<file path="src/rtl/rl_scfifo_unpacker.sv">
// rl_scfifo_unpacker: pops wide words from a show-ahead FIFO read port and serialises each
// word into RATIO narrow beats on a valid/ready stream. The next word is reloaded in the
// same cycle as the last-beat transfer, so there is no bubble across word boundaries.
module rl_scfifo_unpacker #(
    parameter int unsigned FIFO_DATA_SIZE = 32,
    parameter int unsigned OUT_DATA_SIZE  = 8,
    parameter string       BEAT_ORDER     = "LSB_FIRST",
    parameter int unsigned RATIO          = FIFO_DATA_SIZE / OUT_DATA_SIZE,
    parameter int unsigned BEAT_BITS      = (RATIO > 1) ? $clog2(RATIO) : 1
) (
    input  logic                      rst_ni,
    input  logic                      clk_i,
    input  logic                      clr_i,
    input  logic [FIFO_DATA_SIZE-1:0] fifo_q_i,
    input  logic                      fifo_empty_i,
    output logic                      fifo_rdena_o,
    output logic                      m_valid_o,
    input  logic                      m_ready_i,
    output logic [OUT_DATA_SIZE-1:0]  m_data_o,
    output logic                      m_last_o,
    output logic                      busy_o
);

    if (RATIO < 1 || (RATIO & (RATIO - 1)) != 0) begin : g_bad_ratio
        $error("rl_scfifo_unpacker: RATIO must be a power of two and at least 1");
    end

    if (BEAT_ORDER != "LSB_FIRST" && BEAT_ORDER != "MSB_FIRST") begin : g_bad_order
        $error("rl_scfifo_unpacker: BEAT_ORDER must be LSB_FIRST or MSB_FIRST");
    end

    localparam bit                   MsbFirst = (BEAT_ORDER == "MSB_FIRST");
    localparam logic [BEAT_BITS-1:0] LastBeat = BEAT_BITS'(RATIO - 1);

    logic [FIFO_DATA_SIZE-1:0] hold_q, hold_d;
    logic [BEAT_BITS-1:0]      beat_q, beat_d;
    logic                      valid_q, valid_d;  // also the EMPTY(0)/HOLD(1) state bit
    logic [BEAT_BITS-1:0]      slice_idx;
    logic                      xfer, last, rdena;

    assign xfer  = valid_q & m_ready_i;
    assign last  = (beat_q == LastBeat);
    // Pop when idle, or when the last beat leaves this cycle (bubble-free reload).
    assign rdena = rst_ni & ~clr_i & ~fifo_empty_i & (~valid_q | (xfer & last));

    // Next-state: clear beats everything, then reload, then beat advance / word retire.
    always_comb begin
        hold_d  = hold_q;
        beat_d  = beat_q;
        valid_d = valid_q;
        if (clr_i) begin
            beat_d  = '0;
            valid_d = 1'b0;
        end else if (rdena) begin
            hold_d  = fifo_q_i;
            beat_d  = '0;
            valid_d = 1'b1;
        end else if (xfer && !last) begin
            beat_d  = beat_q + 1'b1;
        end else if (xfer && last) begin
            beat_d  = '0;
            valid_d = 1'b0;
        end
    end

    // State registers with asynchronous active-low reset; a partial word is dropped.
    always_ff @(posedge clk_i or negedge rst_ni) begin
        if (!rst_ni) begin
            hold_q  <= '0;
            beat_q  <= '0;
            valid_q <= 1'b0;
        end else begin
            hold_q  <= hold_d;
            beat_q  <= beat_d;
            valid_q <= valid_d;
        end
    end

    // Beat slice select; driven from registers only, so no input reaches m_data_o.
    always_comb begin
        slice_idx = MsbFirst ? (LastBeat - beat_q) : beat_q;
        m_data_o  = '0;
        for (int unsigned i = 0; i < RATIO; i++) begin
            if (slice_idx == BEAT_BITS'(i)) begin
                m_data_o = hold_q[i*OUT_DATA_SIZE +: OUT_DATA_SIZE];
            end
        end
    end

    assign fifo_rdena_o = rdena;
    assign m_valid_o    = valid_q;
    assign m_last_o     = valid_q & last;
    assign busy_o       = valid_q;

endmodule

</file>
<file path="config.mk">
export PLATFORM = sky130hd
export DESIGN_NAME = rl_scfifo_unpacker
export DESIGN_NICKNAME = d
export VERILOG_FILES = /design/src/rtl/rl_scfifo_unpacker.sv
export SDC_FILE = /design/constraint.sdc
export NUM_CORES = 1
export LEC_CHECK = 0
export CORE_UTILIZATION = 25
export CTS_CLUSTER_DIAMETER = 30
export DETAILED_ROUTE_END_ITERATION = 10
export GPL_TIMING_DRIVEN = 0
export PLACE_DENSITY_LB_ADDON = 0.08
export SYNTH_ARGS = -nofsm -noshare
export SYNTH_HDL_FRONTEND = slang
export SYNTH_SLANG_ARGS = --single-unit
</file>
<file path="constraint.sdc">
create_clock -name clk_i -period 2.8 [get_ports clk_i]
set_clock_uncertainty 0.15 [all_clocks]
set_input_delay 0.84 -clock clk_i [delete_from_list [all_inputs] [get_ports clk_i]]
set_output_delay 0.84 -clock clk_i [all_outputs]
set_load 0.1 [all_outputs]
</file>
==> flow_metrics.py <==
metrics = {
    "sta": {
        "finalHoldWorstSlack_ns": 0.2267,
        "tightest_slew_ns": 0.9514,
        "period_minus_slack_ns": 2.890,
        "setup_ws_ns": -0.09045,
        "finalSetupViolations": 5,
        "relSlewSlack": 0.3682,
        "final_max_slew_viol_count": 0,
        "period_share": 1.032,
        "fmax_mhz": 346.0,
        "rsz0062_at_grt": "true",
        "hold_viol": 0,
    },
    "global_route": {
        "antenna_found_initial": 0,
        "grt_pass1_vias": 1387,
        "grt_max_degree": 37,
        "globalRouteOverflowTotal": 0,
        "grt_usage": 0.1421,
        "grt_pass1_wl_um": 7458,
    },
    "placed_design": {
        "port_buffers": 48,
        "place_hpwl_um": 2886,
        "place_ws_ns": -1.949,
        "gp_congestion": 0.7046,
        "placed_cell_area_mm2": 0.002375,
    },
    "worst_setup_path": {
        "worstSetupPathType": "flip-flop to primary output",
        "worstReg2RegEnd": "hold_q[3]",
        "worst_setup_path_start_kind": "flip-flop",
        "crit_arrival_ns": 1.90,
        "r2r_slack_ns": 0.56,
        "worst-r2r-cell-count": 9,
        "r2r-start": "beat_q[0]",
        "crit_start": "beat_q[0]",
        "critPathMaxFanout": 4,
        "end_kind": "primary output",
        "cp.required_ns": 1.81,
    },
    "flow_run": {
        "max-cap-violations": 0,
    },
    "die": {
        "io_pins": 49,
        "initial_core_util": 0.2598,
        "rows": 29,
        "die-area_mm2": 0.006966,
        "coreArea_mm2": 0.006386,
        "die_x_um": 83.47,
        "fp.dieH_um": 83.47,
    },
    "pwr": {
        "p_switching_mw": 0.6410,
        "swShare": 0.3633,
        "finalPower_mw": 1.764,
        "intPower_mw": 1.123,
        "p_clk_frac": 0.203,
        "power.density_mw_per_mm2": 599.3,
        "ir_drop_mv": 0.3571,
        "seq_power_share": 0.388,
        "p_leak_nw": 1.215,
        "combPwrFrac": 0.408,
    },
    "drt": {
        "ant_nets": 0,
        "wl_um": 4591,
        "via_per_inst": 4.556,
        "num_vias": 1294,
        "drc": 0,
        "firstDrtPassIters": 4,
        "first_iter_violations": 39,
        "wl_per_cell_um": 16.17,
    },
    "clocking": {
        "cts.sinks": 35,
        "cts_tree": "built",
        "htreeDepth": 2,
        "clock_latency_ns": 0.28,
        "numCtsBuffers": 5,
        "cts-root-buf": "clkbuf_8",
        "clkTransAtPathRegs_ns": 0.07,
        "cts.path.max_buffers": 2,
    },
    "cells_and_area": {
        "drive_gt1_frac": 0.5169,
        "fillers": 586,
        "multiInputGateArea_um2": 988.4,
        "nNetsFinal": 247,
        "num_antenna_cells": 0,
        "seqCellArea_um2": 875.8,
        "design_area_mm2": 0.002944,
        "syn2layout_area_growth_pct": 77.45,
        "fin_util": 0.4610,
    },
    "synthesis": {
        "ys_seq_area_frac": 0.5279,
        "syn_nets": 170,
        "ys_ff_latch": 35,
        "synth_area_leaders": "dfrtp_1 (53%), mux2_2 (22%), a221oi_1 (3.7%), o31ai_1 (3.2%), ha_1 (3.0%)",
        "synth_warnings": 0,
        "synth_edf_count": 0,
        "async_flop_share": 1.000,
        "syn_area_mm2": 0.001659,
        "synthFlopType": "dfrtp_1",
        "syn_avg_cell_area_um2": 12.86,
        "synthCells": 129,
        "synth.distinct_cells": 21,
        "synth_top_cell_area_share": 0.5279,
        "synth_area_leader_cell": "dfrtp_1",
    },
    "status": {
        "failed_checks": "negative setup slack",
        "status": "finished, violations left",
    },
    "worst_hold_path": {
        "hold_class": "primary input to asynchronous set/reset pin",
    },
}
-- worst max path at each step --
stage / end
final: m_data_o[4]
after global routing: m_data_o[4]
after CTS: m_data_o[4]
after detailed placement: fifo_rdena_o
after global placement: fifo_rdena_o
after floorplan: m_data_o[0]
-- power by group through the flow --
stage                     clock (mW)  sequential [mW]  combinational (mW)
after global placement             0            0.673               0.583
after detailed placement           0            0.678               0.588
after global routing           0.391            0.701               0.755
final                          0.359            0.685               0.720
after floorplan                    0            0.666               0.433
after CTS                      0.374            0.683               0.733
-- layer usage --
metal / up-vias / share of wire / GRT usage
li1: 619 / - / -
met1: 639 / 0.45 / 0.1771
met2: 34 / 0.50 / 0.2370
met3: 2 / 0.050 / 0.04748
met4: 0 / 0.0050 / 0.03698
met5: - / 0 / 0
-- critical path: stages (launching register included) --
cell and delay (ns):
dfrtp_1 0.42, buf_6 0.14, ha_4 0.16, nor2b_4 0.12, buf_6 0.14, buf_6 0.10, a221oi_4 0.07, o31ai_4 0.24
buf_12 0.21
-- repair_timing --
item	CTS	global route
pin swaps	12	7
setup buffers	20	2
hold buffers	0	0
gates cloned	2	0
endpoints found under the setup margin	39	10
resized for setup	124	10
-- cell families after synthesis --
group,Yosys count,synth area share
multiplexers,33,0.2232
buffers and inverters,11,0.04072
AO/OA/AOI/OAI,21,0.1011
flip-flops,35,0.5279
AND/OR/NAND/NOR,25,0.07693
adder cells (fa/ha/maj),4,0.03017
-- area by class of cell --
cell class | count | area share
repair buffers | 71 | 0.2665
flip-flops and latches | 35 | 0.2975
inverters | 3 | 0.003825
multi-input cells | 83 | 0.3357
clock inverters | 1 | 0.001700
well taps | 77 | 0.03272
plain buffers | 7 | 0.03612
clock buffers | 7 | 0.02592
-- synthesized netlist by cell type, types with 2 or more instances --
library cell / count
a221oi_1: 7
ha_1: 4
clkbuf_1: 4
a21oi_1: 4
inv_1: 3
nor3_1: 2
o31ai_1: 7
mux2_2: 32
buf_6: 3
dfrtp_1: 35
nor2b_1: 8
nand2_1: 11
-- placed cells by master, fill, tap and decap left out, types with 2 or more instances in the layout --
master | synthesis | final
dfrtp_1 | 35 | 35
mux2_2 | 32 | 32
clkdlybuf4s50_1 | 0 | 32
buf_4 | 1 | 17
buf_12 | 0 | 11
nand2_1 | 11 | 10
buf_6 | 3 | 8
nor2b_1 | 8 | 7
o31ai_4 | 0 | 7
clkbuf_8 | 0 | 7
a221oi_4 | 0 | 5
ha_4 | 0 | 4
dlygate4sd2_1 | 0 | 4
inv_2 | 0 | 2
clkbuf_16 | 0 | 2
a21oi_2 | 0 | 2
a221oi_2 | 0 | 2
a21oi_1 | 4 | 2
nor3_1 | 2 | 2
clkbuf_1 | 4 | 2
-- flip-flops by register name (all words and copies together), names as in the netlist --
register  cells
hold_q       32
beat_q        2
busy_o        1
-- stage by stage --
| step | TNS (ns) | std cells |
|---|---|---|
| after global routing | -0.6037 | 284 |
| after detailed placement | -21.41 | 254 |
| after CTS | -0.3540 | 283 |
| final | -0.1358 | 284 |
| after floorplan | -0.5482 | 129 |
| after global placement | -60.84 | 254 |
Power figures use the tool's default switching activity.
